--- src/rtl/prog_loader.sv ---
// Instruction-memory loader: receives a count byte N followed by 4*N bytes.
// It packs each group of 4 bytes MSB-first into one word, writes the words at
// incrementing addresses, and holds the CPU in reset until the load finishes.
module prog_loader #(
    parameter int ADDR_W      = 8,
    parameter int TIMEOUT_CYC = 50_000_000
) (
    input  logic              CLK,
    input  logic              RESET,
    input  logic              start,
    input  logic [7:0]        rx_data,
    input  logic              rx_valid,
    output logic              rx_ready,
    output logic              mem_we,
    output logic [ADDR_W-1:0] mem_addr,
    output logic [31:0]       mem_wdata,
    output logic              cpu_hold,
    output logic              busy,
    output logic              done,
    output logic              err_timeout,
    output logic [ADDR_W:0]   words_loaded
);
    localparam int TMO_W = $clog2(TIMEOUT_CYC + 1);
    localparam logic [TMO_W-1:0] TMO_LAST = TMO_W'(TIMEOUT_CYC - 1);

    typedef enum logic [2:0] {
        S_IDLE      = 3'd0,
        S_GET_COUNT = 3'd1,
        S_GET_BYTES = 3'd2,
        S_WRITE     = 3'd3,
        S_FINISH    = 3'd4
    } state_t;

    state_t            state_q, state_d;
    logic [ADDR_W-1:0] count_q, count_d;
    logic [ADDR_W-1:0] addr_q, addr_d;
    logic [31:0]       wdata_q, wdata_d;
    logic [1:0]        byte_idx_q, byte_idx_d;
    logic [ADDR_W:0]   words_q, words_d;
    logic              done_q, done_d;
    logic              err_q, err_d;
    logic [TMO_W-1:0]  tmo_q, tmo_d;
    logic [ADDR_W:0]   n_total_s;

    // A count byte of zero stands for a full memory of 2**ADDR_W words.
    assign n_total_s = (count_q == {ADDR_W{1'b0}}) ? {1'b1, {ADDR_W{1'b0}}}
                                                   : {1'b0, count_q};

    assign mem_addr     = addr_q;
    assign mem_wdata    = wdata_q;
    assign done         = done_q;
    assign err_timeout  = err_q;
    assign words_loaded = words_q;

    // Next-state logic and state-decoded handshake/strobe outputs.
    always_comb begin
        state_d    = state_q;
        count_d    = count_q;
        addr_d     = addr_q;
        wdata_d    = wdata_q;
        byte_idx_d = byte_idx_q;
        words_d    = words_q;
        done_d     = done_q;
        err_d      = err_q;
        tmo_d      = tmo_q;
        rx_ready   = 1'b0;
        mem_we     = 1'b0;
        busy       = 1'b1;
        cpu_hold   = 1'b1;
        case (state_q)
            S_IDLE: begin
                busy     = 1'b0;
                cpu_hold = 1'b0;
                if (start) begin
                    state_d = S_GET_COUNT;
                    done_d  = 1'b0;
                    err_d   = 1'b0;
                    words_d = {(ADDR_W+1){1'b0}};
                    tmo_d   = {TMO_W{1'b0}};
                end else begin
                    state_d = S_IDLE;
                end
            end
            S_GET_COUNT: begin
                rx_ready = 1'b1;
                if (rx_valid) begin
                    count_d    = ADDR_W'(rx_data);
                    addr_d     = {ADDR_W{1'b0}};
                    byte_idx_d = 2'd0;
                    tmo_d      = {TMO_W{1'b0}};
                    state_d    = S_GET_BYTES;
                end else if (tmo_q == TMO_LAST) begin
                    err_d   = 1'b1;
                    state_d = S_IDLE;
                end else begin
                    tmo_d = tmo_q + TMO_W'(1);
                end
            end
            S_GET_BYTES: begin
                rx_ready = 1'b1;
                if (rx_valid) begin
                    wdata_d    = {wdata_q[23:0], rx_data};
                    byte_idx_d = byte_idx_q + 2'd1;
                    tmo_d      = {TMO_W{1'b0}};
                    if (byte_idx_q == 2'd3) begin
                        state_d = S_WRITE;
                    end else begin
                        state_d = S_GET_BYTES;
                    end
                end else if (tmo_q == TMO_LAST) begin
                    // Abort drops the partially assembled word.
                    err_d   = 1'b1;
                    state_d = S_IDLE;
                end else begin
                    tmo_d = tmo_q + TMO_W'(1);
                end
            end
            S_WRITE: begin
                mem_we  = 1'b1;
                words_d = words_q + (ADDR_W+1)'(1);
                addr_d  = addr_q + ADDR_W'(1);
                tmo_d   = {TMO_W{1'b0}};
                if (words_q + (ADDR_W+1)'(1) == n_total_s) begin
                    state_d = S_FINISH;
                end else begin
                    state_d = S_GET_BYTES;
                end
            end
            S_FINISH: begin
                done_d  = 1'b1;
                state_d = S_IDLE;
            end
            default: begin
                state_d = S_IDLE;
            end
        endcase
    end

    // State and datapath registers with synchronous reset.
    always_ff @(posedge CLK) begin
        if (RESET) begin
            state_q    <= S_IDLE;
            count_q    <= {ADDR_W{1'b0}};
            addr_q     <= {ADDR_W{1'b0}};
            wdata_q    <= 32'd0;
            byte_idx_q <= 2'd0;
            words_q    <= {(ADDR_W+1){1'b0}};
            done_q     <= 1'b0;
            err_q      <= 1'b0;
            tmo_q      <= {TMO_W{1'b0}};
        end else begin
            state_q    <= state_d;
            count_q    <= count_d;
            addr_q     <= addr_d;
            wdata_q    <= wdata_d;
            byte_idx_q <= byte_idx_d;
            words_q    <= words_d;
            done_q     <= done_d;
            err_q      <= err_d;
            tmo_q      <= tmo_d;
        end
    end
endmodule

--- config.mk ---
export PLATFORM = sky130hd
export DESIGN_NAME = prog_loader
export DESIGN_NICKNAME = d
export VERILOG_FILES = /design/src/rtl/prog_loader.sv
export SDC_FILE = /design/constraint.sdc
export NUM_CORES = 1
export LEC_CHECK = 0
export BUFFER_PORTS_ARGS = -buffer_cell sky130_fd_sc_hd__buf_4
export CAP_MARGIN = 25
export CORE_UTILIZATION = 56
export DETAILED_ROUTE_END_ITERATION = 12
export PLACE_DENSITY = 0.83
export SLEW_MARGIN = 20
export SYNTH_ARGS = -nofsm -noshare
export SYNTH_HDL_FRONTEND = slang
export SYNTH_SLANG_ARGS = --single-unit
--- constraint.sdc ---
create_clock -name CLK -period 2.9 [get_ports CLK]
set_clock_uncertainty 0.15 [all_clocks]
set_input_delay 0.29 -clock CLK [delete_from_list [all_inputs] [get_ports CLK]]
set_output_delay 0.29 -clock CLK [all_outputs]
set_load 0.005 [all_outputs]
==> out/summary.txt <==
clock insertion delay at the later pin of the skew report: 0.37 ns
number of pins with negative max-slew slack in the final report: 0
fraction of the yosys area taken by sequential cells: 42.72%
largest net degree at the start of global routing: 73
total CTS buffers: 9
maximum number of buffers from clock root to sink: 2
number of enable flip-flop cells after synthesis: 0
area post-placement: 4725 µm²
top cell type by total area after synthesis: sky130_fd_sc_hd__dfxtp_1
number of detailed-routing iterations run before antenna repair: 5
Post-Synthesis Net Count: 543
simple-gate share of the synthesized area: 29.96%
via count: 3986
Synth Area per Inst: 8.003 µm²
static power due to leakage: 0.001734 µW
count of endpoints failing hold in the final timing report: 0
CTS tree: built
residual overflow from global routing: 0
via density per instance: 5.896
starting DRC count in detailed routing: 319
post-DP HPWL: 6665 µm
share of layout cells above drive strength 1: 17.16%
Initial Util: 58.15%
CP max FO: 23
Synth cell types: 55
synthesized cell area: 4218 µm²
largest vdd supply drop: 0.0002366 V
global placement routability congestion: 0.9147
kind of start point of the critical path: flip-flop
required time of the critical path: 3.04 ns
area fraction in compound gates after synthesis: 16.52%
leading post-synthesis cells by cell area: sky130_fd_sc_hd__dfxtp_1 (43%), sky130_fd_sc_hd__nand2_1 (9.8%), sky130_fd_sc_hd__a21oi_1 (8.3%)
area share of xor/xnor cells in the synthesized design: 4.717%
post-route cell area: 4920 µm²
total of hold buffers inserted after clock tree synthesis: 0
number of global-route vias before repair: 3488
Power per Cell Area: 457.7 nW/µm²
relative area change from synthesis to final layout: 16.64%
fraction of synthesized area in multiplexers: 0.7713%
gr usage total: 25.96%
global-route wire length before repair: 16160 µm
Max Clk Rate: 422.1 MHz
fin crit share: 81.70%
width of the die: 88.79 µm
DIE AREA: 7883 µm²
final routed wirelength across all metal layers: 9858 µm
Worst Hold Slack: 0.02373 ns
YS warnings: 0
status: completed
DRC: 0
count of endpoints failing setup in the final report: 0
Post-synth ARST share: 0%
Post-CTS Repair Setup Buffers: 0
primary flip-flop cell chosen by synthesis mapping: sky130_fd_sc_hd__dfxtp_1
WL/cell: 14.58 µm
area of the placeable core: 7253 µm²
Worst slew margin: 52.24%
count of filler cells inserted in the layout: 624
Core Rows: 31
number of nets in the layout: 588
setup TNS after final layout: 0 ns
count of state elements after synthesis: 90
initial antenna violation count: 0
Clk pin slew, worst setup/hold paths: 0.10 ns
unrepaired setup endpoints after global routing: false
path type of the worst min-delay path: input port to flip-flop
Max-cap violations: 0
Antenna Diode Count: 0
crit path capture type: flip-flop
Worst Tran Pin Value: 0.7164 ns
Gates resized, CTS repair: 0
final critical path time including I/O delays and setup: 2.369 ns
root buffer cell: sky130_fd_sc_hd__clkbuf_8
antenna-violating nets left: 0
post-layout util: 67.83%
gate count of the mapped netlist: 527
floorplan die height: 88.79 µm
highest-count cells in the layout ignoring fill and taps: sky130_fd_sc_hd__nand2_1 (110), sky130_fd_sc_hd__dfxtp_1 (90), sky130_fd_sc_hd__a21oi_1 (70), sky130_fd_sc_hd__buf_4 (70), sky130_fd_sc_hd__nor2_1 (37)
CP Data Arrival Time: 2.51 ns
clock net sink count: 90
number of ports placed on the die boundary: 67
buffers added on ports: 66
path type of the worst setup path: flip-flop to flip-flop
top cell type's share of synthesized area: 42.72%
most common library cell in the layout ignoring fill and taps: sky130_fd_sc_hd__nand2_1
post-synthesis share of cell area spent on full adders, half adders and majority gates: 1.187%
dominant combinational cell family by area after synthesis: simple AND/OR/NAND/NOR gates
H-tree level count: 3
## cell usage after synthesis (all sizes together) (2+ instances only)
library cell	n
nand2	110
dfxtp	90
a21oi	70
nor2	37
clkbuf	25
nand3	16
o21ai	16
xnor2	12
buf	11
nand4	11
or4	11
nor3	10
or3	10
xor2	8
and4	7
nor4	7
o31ai	7
inv	6
a311oi	5
and2	5
and3	5
nand3b	5
ha	4
a22oi	3
o21a	3
or4b	3
a2111oi	2
a21boi	2
a31oi	2
mux2	2
nor4b	2
nor4bb	2
o211ai	2
or2	2
## critical path: stages (launching register included)
cell	delay, ns
sky130_fd_sc_hd__dfxtp_1	0.41
sky130_fd_sc_hd__ha_1	0.21
sky130_fd_sc_hd__nand2_1	0.13
sky130_fd_sc_hd__nor3_1	0.31
sky130_fd_sc_hd__and3_1	0.68
sky130_fd_sc_hd__o21ai_0	0.25
sky130_fd_sc_hd__a21oi_1	0.17
## cell type report
| cell class | instances | area, µm² | area share, % |
|---|---|---|---|
| multi-input combinational | 395 | 2251 | 45.75 |
| sequential | 90 | 1802 | 36.62 |
| timing repair buffer | 70 | 525.5 | 10.68 |
| clock buffer | 9 | 123.9 | 2.518 |
| tap | 99 | 123.9 | 2.518 |
| clock inverter | 7 | 71.32 | 1.450 |
| inverter | 6 | 22.52 | 0.4578 |
## per-layer routing
metal	part of all wire, %	GRT usage (%)
met3	4.8	5.317
met2	48	41.19
met1	46	35.73
met4	1.3	7.625
met5	0	0
## cell families (layout without fill, tap and decap cells)
kind of cell / Yosys count / after routing
fa+ha+maj: 4 / 4
mux: 3 / 3
compound gates: 119 / 119
simple gates: 248 / 248
flops: 90 / 90
xor+xnor: 21 / 21
buf+inv: 42 / 92
## metrics by stage
step                      power, µW  setup slack, ns  std cells
after floorplan                1387           0.8354        527
after CTS                      2263           0.5694        676
after global routing           2332           0.3425        676
after global placement         1434           0.6901        660
after detailed placement       1437           0.5963        660
final                          2252           0.5307        676
## report_power, final
group          internal, µW  switching [µW]
clock                   337             503
sequential             1250            15.1
combinational          56.2            95.4
total                  1640             614
## worst paths after layout
path	start	endpoint	slack, ns	depth (start not counted)
setup / recovery	tmo_q[0]	tmo_q[2]	0.53	6
hold reg to reg	mem_wdata[21]	mem_wdata[29]	0.32	2
setup reg to reg	tmo_q[0]	tmo_q[2]	0.53	6
hold / removal	rx_data[1]	mem_wdata[1]	0.02	3
## registers in the layout, summed over array words and instances, names as in the netlist
signal	cells
mem_wdata	32
tmo_q	26
words_loaded	9
count_q	8
mem_addr	8
state_q	3
byte_idx_q	2
done	1
err_timeout	1
No activity file was read; power rests on OpenSTA's default activity.
